$ cat src/rtl/gas_level_serial_tx.sv
// ============================================================================
// Module   : gas_level_serial_tx
// Purpose  : Frames a gas-level code as start, MSB-first data, even parity,
//            stop bits on a single-wire line toward the gas detector receiver.
// Revision : 1.0 - initial release
// ============================================================================
`default_nettype none

module gas_level_serial_tx #(
  parameter int DATA_W     = 3,
  parameter int BIT_CYCLES = 1,
  parameter int STOP_BITS  = 1
) (
  input  logic              clk,
  input  logic              arst,
  input  logic [DATA_W-1:0] lvl_in,
  input  logic              lvl_valid,
  output logic              lvl_ready,
  output logic              dout,
  output logic              busy,
  output logic              done
);

  localparam int CW   = (BIT_CYCLES > 1) ? $clog2(BIT_CYCLES) : 1;
  localparam int BMAX = (DATA_W > STOP_BITS) ? DATA_W : STOP_BITS;
  localparam int BW   = (BMAX > 1) ? $clog2(BMAX) : 1;

  localparam logic [CW-1:0] CYC_LAST  = CW'(BIT_CYCLES - 1);
  localparam logic [CW-1:0] CYC_PEN   = CW'((BIT_CYCLES > 1) ? BIT_CYCLES - 2 : 0);
  localparam logic [BW-1:0] DATA_LAST = BW'(DATA_W - 1);
  localparam logic [BW-1:0] STOP_LAST = BW'(STOP_BITS - 1);
  localparam logic [BW-1:0] STOP_PEN  = BW'((STOP_BITS > 1) ? STOP_BITS - 2 : 0);

  typedef enum logic [2:0] {
    IDLE   = 3'd0,
    START  = 3'd1,
    DATA   = 3'd2,
    PARITY = 3'd3,
    STOP   = 3'd4
  } state_t;

  state_t            state;
  logic [CW-1:0]     cyc_cnt;
  logic [BW-1:0]     bit_cnt;
  logic [DATA_W-1:0] shreg;
  logic              par;

  assign lvl_ready = (state == IDLE);

  always_ff @(posedge clk or negedge arst) begin
    if (!arst) begin
      state   <= IDLE;
      cyc_cnt <= '0;
      bit_cnt <= '0;
      shreg   <= '0;
      par     <= 1'b0;
      dout    <= 1'b0;
      busy    <= 1'b0;
      done    <= 1'b0;
    end else begin
      done <= 1'b0;
      case (state)
        IDLE: begin
          if (lvl_valid) begin
            state   <= START;
            shreg   <= lvl_in;
            par     <= ^lvl_in;
            dout    <= 1'b1;
            busy    <= 1'b1;
            cyc_cnt <= '0;
            bit_cnt <= '0;
          end
        end
        START: begin
          if (cyc_cnt == CYC_LAST) begin
            cyc_cnt <= '0;
            bit_cnt <= '0;
            dout    <= shreg[DATA_W-1];
            shreg   <= shreg << 1;
            state   <= DATA;
          end else begin
            cyc_cnt <= cyc_cnt + CW'(1);
          end
        end
        DATA: begin
          if (cyc_cnt == CYC_LAST) begin
            cyc_cnt <= '0;
            if (bit_cnt == DATA_LAST) begin
              bit_cnt <= '0;
              dout    <= par;
              state   <= PARITY;
            end else begin
              bit_cnt <= bit_cnt + BW'(1);
              dout    <= shreg[DATA_W-1];
              shreg   <= shreg << 1;
            end
          end else begin
            cyc_cnt <= cyc_cnt + CW'(1);
          end
        end
        PARITY: begin
          if (cyc_cnt == CYC_LAST) begin
            cyc_cnt <= '0;
            bit_cnt <= '0;
            dout    <= 1'b0;
            state   <= STOP;
            done    <= (BIT_CYCLES == 1) && (STOP_BITS == 1);
          end else begin
            cyc_cnt <= cyc_cnt + CW'(1);
          end
        end
        STOP: begin
          // done is registered, so it is raised one cycle ahead of the last stop cycle
          if (cyc_cnt == CYC_LAST) begin
            cyc_cnt <= '0;
            if (bit_cnt == STOP_LAST) begin
              bit_cnt <= '0;
              busy    <= 1'b0;
              state   <= IDLE;
            end else begin
              bit_cnt <= bit_cnt + BW'(1);
              done    <= (BIT_CYCLES == 1) && (bit_cnt == STOP_PEN);
            end
          end else begin
            cyc_cnt <= cyc_cnt + CW'(1);
            done    <= (cyc_cnt == CYC_PEN) && (bit_cnt == STOP_LAST);
          end
        end
        default: begin
          state <= IDLE;
          busy  <= 1'b0;
          dout  <= 1'b0;
        end
      endcase
    end
  end

endmodule

`default_nettype wire

$ cat config.mk
export PLATFORM = sky130hd
export DESIGN_NAME = gas_level_serial_tx
export DESIGN_NICKNAME = d
export VERILOG_FILES = /design/src/rtl/gas_level_serial_tx.sv
export SDC_FILE = /design/constraint.sdc
export NUM_CORES = 1
export LEC_CHECK = 0
export ABC_AREA = 1
export BUFFER_PORTS_ARGS = -buffer_cell sky130_fd_sc_hd__clkbuf_2
export CORE_ASPECT_RATIO = 0.75
export CORE_MARGIN = 5
export CORE_UTILIZATION = 30
export DETAILED_ROUTE_END_ITERATION = 10
export HOLD_SLACK_MARGIN = 0.05
export PLACE_DENSITY = 0.46
export SLEW_MARGIN = 30
export SYNTH_ARGS = -nofsm -noshare
export SYNTH_HDL_FRONTEND = slang
export SYNTH_SLANG_ARGS = --single-unit
$ cat constraint.sdc
create_clock -name clk -period 3 [get_ports clk]
set_clock_uncertainty 0.2 [all_clocks]
set_input_delay 0.6 -clock clk [delete_from_list [all_inputs] [get_ports clk]]
set_output_delay 0.6 -clock clk [all_outputs]
set_load 0.005 [all_outputs]
== Word level (Yosys, flattened, before mapping) ==
Index checks and enable logic that the tools add are counted.
Operators by class
  reduce and logical (&&, ||, !) cells: 17
  bitwise operators: 3
  eq/ne operators: 14
  $add $sub $neg: 2
  muxes and demuxes: 35
Operators by type and width (count)
  2-to-1 mux 3 bit: 11
  != test 2 bit (second input constant): 9
  case mux 3 bit (5 select lines): 1
  AND reduction 5 bit: 3
  2-to-1 mux 2 bit: 6
  2-to-1 mux 1 bit: 11
  case mux 3 bit (3 select lines): 1
  case mux 2 bit (4 select lines): 1
  AND reduction 7 bit: 1
  == test 3 x 2 -> 1 bit (second input constant): 2
  case mux 1 bit (5 select lines): 1
  case mux 1 bit (2 select lines): 2
  AND reduction 2 bit: 2
  AND reduction 4 bit: 1
  nonzero test 4 bit: 1
  OR reduction 4 bit: 1
  == test 3 x 1 -> 1 bit (second input constant): 1
  == test 3 bit (second input constant): 1
  zero test 3 bit: 1
  inverter 1 bit: 3
  case mux 1 bit (3 select lines): 1
  nonzero test 3 bit: 1
  OR reduction 3 bit: 1
  XOR reduction 3 bit: 1
  7 further kinds: 7
Word-level totals
  register bits after elaboration: 13
  output and inout port bits: 4
  word-level logic and storage cells: 79
  input port bits: 6

== Longest topological paths before layout ==
Gate-level depths: netlist of run 1.
  word-level depth: 4
  gate-level depth with buffers: 8
  mapped depth without buffers: 8

== Worst setup path after synthesis of run 1 ==
OpenSTA, ideal clock, no wires.
  path type: flip-flop to output port
  start: reg state[0]
  end: out lvl_ready
  path buffers: 0
  data required time: 2.200 ns
  cell stages (with the launch flop): 4
  setup slack: 1.407 ns
  arrival: 0.793 ns
  cells stage by stage: dfrtp_1 -> nor2_4 -> nand2_1 -> inv_1
On the way
  longest elaborated chain between the ends: 1
RTL lines
  from (decl): RTL line 42  | state_t state;
  from (signal assigned): RTL line 52  | state <= IDLE;
  from (signal assigned): RTL line 65  | state <= START;
  from (signal assigned): RTL line 80  | state <= DATA;
  zero test 3 bit: RTL line 48  | assign lvl_ready = (state == IDLE);
  to (decl): RTL line 18  | output logic lvl_ready,
No other way between the ends.

== Worst setup path in the final report of run 1 ==
Ends and elaborated chain as after synthesis.

==> metrics.csv, run 1 <==
metric,value,unit
synth.avg_cell_area,7.72,sq um
holdWs,0.280,ns
rsz0062_at_grt,no,
hp-class,reg -> reg,
worstSetupEndpointType,primary output,
path_cells,nor2_4 > nand2_1 > inv_1 > clkbuf_2,
fmax,486,MHz
cts_hold_buf,1,
overflow,0,
ios,10,
wl,1450,microns
finalNetCount,117,
multi_input_area,365,sq um
synth_seq_cells,12,
powerDensity,1060,nW/um^2
numCtsBuffers,3,
die_x,66.5,microns
fillCellCount,255,
cts_resized,0,
die_h,52.4,microns
placementRows,15,
grt_pass1_vias,556,
relSlewSlack,78.8,%
io_buffers,9,
gp_congestion,0.784,
placed_area,806,sq um
slowest_delay,0.47,ns
post-route-cell-area,852,sq um
drtAntennaViolNets,0,
setup_viol,0,
netlist_area,718,sq um
initial_utilization,31.4,%
synthCells,93,
drive_gt1_share,26.2,%
antenna_found_initial,0,
root_buffer,clkbuf_4,
seq_area_frac_synth,41.8,%
post-route-period-util,68.6,%
clock_latency,0.28,ns
syn_nets,102,
regArea,300,sq um
status,finished clean,
via_count,593,
post_cts_buffers,0,
core,2290,sq um
worstMarginPinSlew,0.318,ns
wire_per_inst,10.3,microns
cts.sinks,12,
viasPerCell,4.21,
p_leak,0.000464,uW
worstPathArrival,1.26,ns
cts_tree,built,
cp-start-kind,flip-flop,
dr.pass1.iters,4,
hpwl,1170,microns
yosysWarnings,0,
path_buf_inv,2,
hold_violations,0,
syn_to_final_growth,18.6,%
crit_path_top_delay_cell,dfrtp_1,
grt_max_degree,13,
critPathKind,reg -> out,
diodes,0,
critPathMaxFanout,7,
remaining_drc_errors,0,
grt_pass1_wl,2470,microns
setup-tns-final,0,ns
grt_usage,9.60,%
peakVddDrop,0.000293,V
ys_types,18,
drv_slew,0,
dieArea,3480,sq um
worst_ep_required_time,2.20,ns
path_delay_family,flip-flops,
cts_htree_levels,1,
cts.reportedPaths.clkPinSlew,0.08,ns
maxCapViolCount,0,
clock_path_buffers,2,
drt-initial-drc-count,12,
period_minus_slack,2.06,ns
flip-flops by register name, indices dropped and copies added (netlist names):
signal   cells
busy         1
state        3
done         1
bit_cnt      2
shreg        3
par          1
dout         1
worst paths after layout:
| kind | startpoint | to | slack, ns | depth (start not counted) |
|---|---|---|---|---|
| min in group asynchronous | arst | dout$_DFFE_PN0P_ | 0.53 | 2 |
| worst min-delay path | dout$_DFFE_PN0P_ | dout$_DFFE_PN0P_ | 0.28 | 2 |
| max in group asynchronous | arst | state[1]$_DFFE_PN0P_ | 1.82 | 2 |
| worst max register to register | bit_cnt[0]$_DFFE_PN0P_ | shreg[1]$_DFFE_PN0P_ | 1.50 | 7 |
| worst max-delay path | state[0]$_DFFE_PN0P_ | lvl_ready | 0.94 | 4 |
| worst min register to register | dout$_DFFE_PN0P_ | dout$_DFFE_PN0P_ | 0.28 | 2 |
synth_stat cells, drive strengths merged:
library cell	number	area (sq um)
a21oi	1	5.00
dfrtp	12	300
ha	3	37.5
inv	14	52.6
nand2	31	124
nand3	14	90.1
nand4	1	6.26
nor2	8	50.0
nor3	1	5.00
o21ai	7	38.8
xnor2	1	8.76
layout by cell type (no fill, tap or decap):
cell	n
ha_1	3
nand3_1	10
nand3_2	4
xnor2_1	1
dlygate4sd3_1	1
clkbuf_8	1
nor2_2	2
dfrtp_1	12
nand4_1	1
nand2_1	28
nand2_2	3
clkbuf_2	9
o21ai_1	2
nor2_1	4
clkbuf_4	3
a21oi_1	1
nor2_4	2
o21ai_2	1
inv_2	3
o21ai_0	4
nor3_1	1
inv_1	11
worst register-to-register path, stage by stage (launching register included):
cell     delay [ns]
dfrtp_1        0.41
inv_1          0.09
ha_1           0.26
nand4_1        0.19
nand2_2        0.12
nor2_4         0.04
nand2_1        0.05
nand2_1        0.04
per-stage QoR:
stage               power [uW]  setup slack (ns)  std cells  utilization [%]
finish                     905             0.941        141             37.2
global route               998             0.863        141             37.2
CTS                        914             0.942        141             37.2
detailed placement         775              1.25        136             35.2
global placement           774              1.28        136             35.2
floorplan                  656              1.41         93                -
routing by layer:
metal  wire length, microns  vias to the layer above  global-route usage, %
li1                       -                      323                      -
met1                    783                      256                   12.8
met5                      0                        -                      0
met4                     12                        0                   1.01
met2                    556                       12                   13.8
met3                    100                        2                   5.36
logic make-up (layout without fill, tap and decap cells):
family / count (synthesis) / in the layout / synth area share, %
AO/OA/AOI/OAI: 8 / 8 / 6.10
XOR/XNOR: 1 / 1 / 1.22
adder cells (fa/ha/maj): 3 / 3 / 5.23
buffers and inverters: 14 / 28 / 7.32
flip-flops: 12 / 12 / 41.8
AND/OR/NAND/NOR: 55 / 55 / 38.3
layout make-up:
class,instances,area share (%)
clock buffers,4,4.26
well taps,34,4.99
repair buffers,10,6.46
multi-input cells,67,42.9
inverters,14,6.17
flip-flops and latches,12,35.2
where the power goes:
group | internal (uW) | switching [uW]
registers | 237 | 73.9
logic | 172 | 288
clock network | 73.9 | 59.4
total | 483 | 422
(Power assumes the default switching activity.)
==> run 2, diff against run 1 <==
--- a/config.mk
+++ b/config.mk
@@ -5,7 +5,7 @@
 export SDC_FILE = /design/constraint.sdc
 export NUM_CORES = 1
 export LEC_CHECK = 0
-export ABC_AREA = 1
+export ABC_AREA = 0
 export BUFFER_PORTS_ARGS = -buffer_cell sky130_fd_sc_hd__clkbuf_2
 export CORE_ASPECT_RATIO = 0.75
 export CORE_MARGIN = 5
==> constraint.sdc (replaced) <==
create_clock -name clk -period 2 [get_ports clk]
set_clock_uncertainty 0.2 [all_clocks]
set_input_delay 0.4 -clock clk [delete_from_list [all_inputs] [get_ports clk]]
set_output_delay 0.4 -clock clk [all_outputs]
set_load 0.005 [all_outputs]
==> run 2 against run 1 <==
Against the previous run:
- combinational power increased by 60%
- first-iteration DRC count increased by 92%
- non-clock buffer count increased by 4
- critical path type is now reg -> reg
- critical endpoint is now shreg[0]$_DFFE_PN0P_
- largest cell class unchanged
==> metrics.csv, run 2 <==
metric,value,unit,change
synth-async-reset-ratio,100,%,unchanged
critPathMaxFanout,5,,-2
wire_per_inst,12.8,microns,+24%
synth_most_common_cell,dfrtp_1,,
hpwl,1150,microns,-1.4%
finalNetCount,95,,-19%
grt_max_degree,13,,unchanged
syn_nets,81,,-21%
mostFrequentLayoutCell,dfrtp_1,,
cts.sinks,12,,unchanged
hp-class,in -> reg,,
worstMarginPinSlew,0.311,ns,-0.00773 ns
yosysTopAreaCellShare,42.3,%,+0.52 points
period_minus_slack,1.86,ns,
cts.reportedPaths.clkPinSlew,0.08,ns,about the same
p_total,1400,uW,+55%
grt_pass1_vias,546,,-1.8%
die_x,66.2,microns,-0.52%
min_to,shreg[1]$_DFFE_PN0P_,,
worstReg2RegEnd,shreg[0]$_DFFE_PN0P_,,
core,2270,sq um,-0.82%
clock_latency,0.28,ns,about the same
ys_types,29,,+11
peakVddDrop,0.000684,V,+130%
status,finished clean,,
initial_utilization,31.2,%,-0.13 points
synth.avg_cell_area,9.85,sq um,+28%
synthTopCellsByArea,"dfrtp_1, a22oi_1, ha_1",,
p_leak,0.000384,uW,-17%
drt-initial-drc-count,23,,+11
critPathKind,reg -> reg,,
yosysWarnings,0,,unchanged
synth_seq_cells,12,,unchanged
clock_path_buffers,2,,unchanged
ys_top_cells_by_count,"dfrtp_1, inv_1, a22oi_1, nor2_1, o21ai_0",,
powerDensity,1650,nW/um^2,+55%
setup-tns-final,0,ns,unchanged
holdWs,0.201,ns,-0.0789 ns
numCtsBuffers,3,,unchanged
synthCells,72,,-23%
layout_common_cells,"dfrtp_1, clkbuf_2, inv_1",,
grt_pass1_wl,2660,microns,+7.5%
drv_slew,0,,unchanged
relSlewSlack,79.3,%,+0.52 points
seq_area_frac_synth,42.3,%,+0.52 points
cp-start-kind,flip-flop,,
cts_resized,0,,unchanged
ios,10,,unchanged
maxCapViolCount,0,,unchanged
post-route-period-util,93.1,%,
worstPathArrival,1.83,ns,+0.57 ns
dieArea,3450,sq um,-1.0%
worstRegToRegCells,5,,-2
root_buffer,clkbuf_4,,
setup_viol,0,,unchanged
worstHoldStart,lvl_in[1],,
drive_gt1_share,23.5,%,-2.6 points
antenna_found_initial,0,,unchanged
overflow,0,,unchanged
synth_top_area_cell,dfrtp_1,,
die_h,52.1,microns,-0.50%
cts_htree_levels,1,,unchanged
reg_top3,"shreg x3, state x3, bit_cnt x2",,
viasPerCell,4.75,,+13%
rsz0062_at_grt,no,,
cts_tree,built,,
worstSetupEndpointType,flip-flop,,
gp_congestion,0.748,,-4.5%
syn_to_final_growth,19.9,%,
crit_path_top_delay_cell,or3b_1,,
diodes,0,,unchanged
min_path_cells,3,,+1
remaining_drc_errors,0,,unchanged
netlist_area,709,sq um,-1.2%
drtAntennaViolNets,0,,unchanged
grt_usage,10.4,%,+0.77 points
path_cells,inv_1 > ha_1 > or3b_1 > a21o_1 > a32o_1,,
io_buffers,9,,unchanged
reg2reg_setup_slack,0.14,ns,-1.36 ns
slowest_delay,0.41,ns,-0.06 ns
via_count,565,,-4.7%
dr.pass1.iters,4,,unchanged
rr_startpoint,bit_cnt[0]$_DFFE_PN0P_,,
synth_top_flop_cell,dfrtp_1,,
synth_edf_count,0,,unchanged
fmax,537,MHz,
wl,1520,microns,+4.5%
placementRows,15,,unchanged
worst_ep_required_time,1.96,ns,-0.24 ns
hold_violations,0,,unchanged
## run 2: how the worst max path moves through the flow
stage | startpoint | to | cells after the start | slack (ns)
final | bit_cnt[0]$_DFFE_PN0P_ | shreg[0]$_DFFE_PN0P_ | 5 | 0.14
after detailed placement | bit_cnt[0]$_DFFE_PN0P_ | dout$_DFFE_PN0P_ | 5 | 0.12
after global routing | bit_cnt[0]$_DFFE_PN0P_ | dout$_DFFE_PN0P_ | 5 | 0.007
after global placement | bit_cnt[0]$_DFFE_PN0P_ | shreg[2]$_DFFE_PN0P_ | 5 | 0.17
after floorplan | bit_cnt[0]$_DFFE_PN0P_ | shreg[0]$_DFFE_PN0P_ | 5 | 0.25
after CTS | bit_cnt[0]$_DFFE_PN0P_ | dout$_DFFE_PN0P_ | 5 | 0.13
## run 2: metrics by stage
step	utilization [%]	std cells	setup WS [ns]	cell area [sq um]
global placement	35.4	114	0.167	805
CTS	37.5	119	0.133	851
global route	37.5	119	0.00722	851
finish	37.5	119	0.138	851
detailed placement	35.4	114	0.123	805
floorplan	-	72	0.250	709
## run 2: critical path, delay by kind of cell (launching register included)
kind            cells  cell delay [ns]
compound gates      2             0.43
simple gates        1             0.41
flops               1             0.39
fa+ha+maj           1             0.24
buf+inv             1             0.08
## run 2: cell families after synthesis
| logic type | Yosys count | synth area share [%] |
|---|---|---|
| mux | 4 | 6.17 |
| xor+xnor | 4 | 4.94 |
| compound gates | 22 | 22.8 |
| simple gates | 16 | 12.2 |
| fa+ha+maj | 3 | 5.29 |
| buf+inv | 11 | 6.35 |
| flops | 12 | 42.3 |
## run 2: power breakdown
part / internal, uW / switching (uW) / total [uW]
combinational: 366 / 369 / 734
sequential: 357 / 116 / 473
clock: 111 / 84.5 / 195
## run 2: final cells by class
type	instances	area, sq um
fillers	232	1420
inverters	6	22.5
multi-input cells	49	364
repair buffers	14	85.1
clock buffers	4	36.3
flip-flops and latches	12	300
well taps	34	42.5
## run 2: metal layers
layer  GRT usage [%]  share of wire (%)  vias to the layer above
met1            15.7                 55                      263
met3            4.54                4.9                        2
met5               0                  0                        -
li1                -                  -                      286
met2            13.2                 39                       14
met4            2.03               0.66                        0
## run 2: what timing repair did
| item | in CTS | in global routing |
|---|---|---|
| endpoints found under the hold margin | 12 | 0 |
| hold buffers | 1 | 0 |
| setup endpoints to repair | 0 | 0 |
| setup buffers | 0 | 0 |
==> run 3, diff against run 2 <==
==> constraint.sdc (replaced) <==
create_clock -name clk -period 2 [get_ports clk]
set_clock_uncertainty 0.2 [all_clocks]
set_input_delay 0 -clock clk [delete_from_list [all_inputs] [get_ports clk]]
set_output_delay 0 -clock clk [all_outputs]
set_load 0.005 [all_outputs]
==> run 3 against run 2 <==
Against the previous run:
- global-route usage rose by 0.22 points
- count of clock-buffer cells in the layout fell by 1
- first-iteration DRC count rose by 13%
- sequential power fell by 4%
- register-to-register slack barely moved
- fmax barely moved
- combinational power rose by 2%
- critical path type unchanged
- worst setup slack barely moved
- worst hold slack improved by 0.11 ns
- via count rose by 8.0%
- power fell by 3.8%
- die area did not move
==> metrics.csv, run 3 (same netlist as run 2, synthesis figures left out) <==
metric,value,unit,change
worstPathArrival,1.82,ns,about the same
drv_slew,0,,unchanged
grt_pass1_vias,575,,+5.3%
post_cts_buffers,0,,unchanged
maxCapViolCount,0,,unchanged
wire_per_inst,12.6,microns,-1.1%
diodes,0,,unchanged
p_leak,0.000398,uW,+3.6%
ios,10,,unchanged
grt_usage,10.6,%,+0.22 points
grt_pass1_wl,2700,microns,+1.5%
critPathMaxFanout,5,,unchanged
fmax,537,MHz,about the same
overflow,0,,unchanged
setup_viol,0,,unchanged
reg2reg_setup_slack,0.14,ns,about the same
setup.worst_path.end,shreg[0]$_DFFE_PN0P_,,
layout_common_cells,"dfrtp_1, clkbuf_2, inv_1, dlygate4sd3_1",,
reg_top3,"shreg x3, state x3, bit_cnt x2",,
hold_violations,0,,unchanged
cts_htree_levels,1,,unchanged
worstMarginPinSlew,0.592,ns,+0.282 ns
drt-initial-drc-count,26,,+13%
finalNetCount,100,,+5.3%
period_minus_slack,1.86,ns,+0.0000620 ns
worst_ep_required_time,1.96,ns,about the same
syn_to_final_growth,25.0,%,
gp_congestion,0.701,,-6.3%
post-route-period-util,93.1,%,about the same
power_frac_seq,33.6,%,about the same
clock_path_buffers,2,,unchanged
rr_startpoint,bit_cnt[0]$_DFFE_PN0P_,,
setup-tns-final,0,ns,unchanged
cts_hold_buf,6,,+5
dr.pass1.iters,4,,unchanged
powerDensity,1520,nW/um^2,-7.7%
hpwl,1130,microns,-1.8%
relSlewSlack,60.4,%,-19 points
placementRows,15,,unchanged
status,finished clean,,
initial_utilization,31.2,%,unchanged
hp-class,reg -> reg,,
critPathKind,reg -> reg,,
drive_gt1_share,21.3,%,-2.2 points
peakVddDrop,0.000617,V,-9.8%
cts_resized,0,,unchanged
mostFrequentLayoutCell,dfrtp_1,,
clock_latency,0.27,ns,about the same
p_clk_share,10.7,%,-3.2 points
worstReg2RegEnd,shreg[0]$_DFFE_PN0P_,,
sw_frac_of_total,40.7,%,+0.18 points
cp-start-kind,flip-flop,,
viasPerCell,4.96,,+4.5%
preCtsSetupSlack,0.133,ns,+0.0100 ns
numCtsBuffers,3,,unchanged
cts_tree,built,,
wl,1550,microns,+2.2%
via_count,610,,+8.0%
fin_ws,0.137,ns,-0.0000620 ns
die_x,66.2,microns,unchanged
post-route-cell-area,887,sq um,+4.3%
root_buffer,clkbuf_4,,
p_comb_share,55.7,%,+3.3 points
antenna_found_initial,0,,unchanged
drtAntennaViolNets,0,,unchanged
core,2270,sq um,unchanged
worstSetupEndpointType,flip-flop,,
remaining_drc_errors,0,,unchanged
rsz0062_at_grt,no,,
switchingPower,550,uW,-3.3%
intPower,800,uW,-4.1%
worstRegToRegCells,5,,unchanged
crit_start,bit_cnt[0]$_DFFE_PN0P_,,
grt_max_degree,16,,+3
cts.reportedPaths.clkPinSlew,0.07,ns,about the same
cts.sinks,12,,unchanged
dieArea,3450,sq um,unchanged
die_h,52.1,microns,unchanged
io_buffers,9,,unchanged
placed_area,805,sq um,unchanged
[run 3: changes by cell type in the layout (fill, tap and decap cells not counted), sizes merged]
cell | before | now
clkbuf | 13 | 12
dlygate4sd3 | 1 | 6
[run 3: worst max-delay path, stage by stage (launching register included)]
cell	delay [ns]
dfrtp_1	0.40
inv_1	0.08
ha_1	0.25
or3b_1	0.41
a21o_1	0.23
a32o_1	0.20
[run 3: per-stage QoR]
step | hold slack (ns) | instances | util, % | total power (uW)
after floorplan | -0.496 | 72 | - | 989
after global placement | -0.283 | 114 | 35.4 | 1210
after detailed placement | -0.288 | 114 | 35.4 | 1210
after CTS | 0.312 | 123 | 39.1 | 1370
after global routing | 0.320 | 123 | 39.1 | 1480
final | 0.307 | 123 | 39.1 | 1350
[run 3: final cells by class]
cell class	instances	area, sq um
inverters	6	22.5
flip-flops and latches	12	300
clock buffers	3	22.5
multi-input cells	49	364
fillers	236	1380
well taps	34	42.5
repair buffers	19	135
[run 3: metal layers]
metal,track usage [%],vias to the layer above,wire length [microns]
met5,0,-,0
met4,1.01,0,9
met3,5.18,2,100
met2,14.3,20,624
met1,15.4,291,818
li1,-,297,-
[run 3: power by group through the flow]
stage          clock [uW]  sequential [uW]  combinational (uW)
6_report              145              454                 751
5_1_grt               163              469                 851
3_3_place_gp            0              460                 754
3_5_place_dp            0              461                 745
4_1_cts               152              456                 759
2_1_floorplan           0              429                 560
[run 3: how the worst min path moves through the flow]
stage | startpoint | to | cells after the start
final | shreg[0]$_DFFE_PN0P_ | shreg[0]$_DFFE_PN0P_ | 1
after CTS | shreg[0]$_DFFE_PN0P_ | shreg[0]$_DFFE_PN0P_ | 1
after floorplan | arst | bit_cnt[0]$_DFFE_PN0P_ | 0
after global placement | arst | bit_cnt[1]$_DFFE_PN0P_ | 1
after detailed placement | arst | bit_cnt[1]$_DFFE_PN0P_ | 1
after global routing | shreg[0]$_DFFE_PN0P_ | shreg[0]$_DFFE_PN0P_ | 1
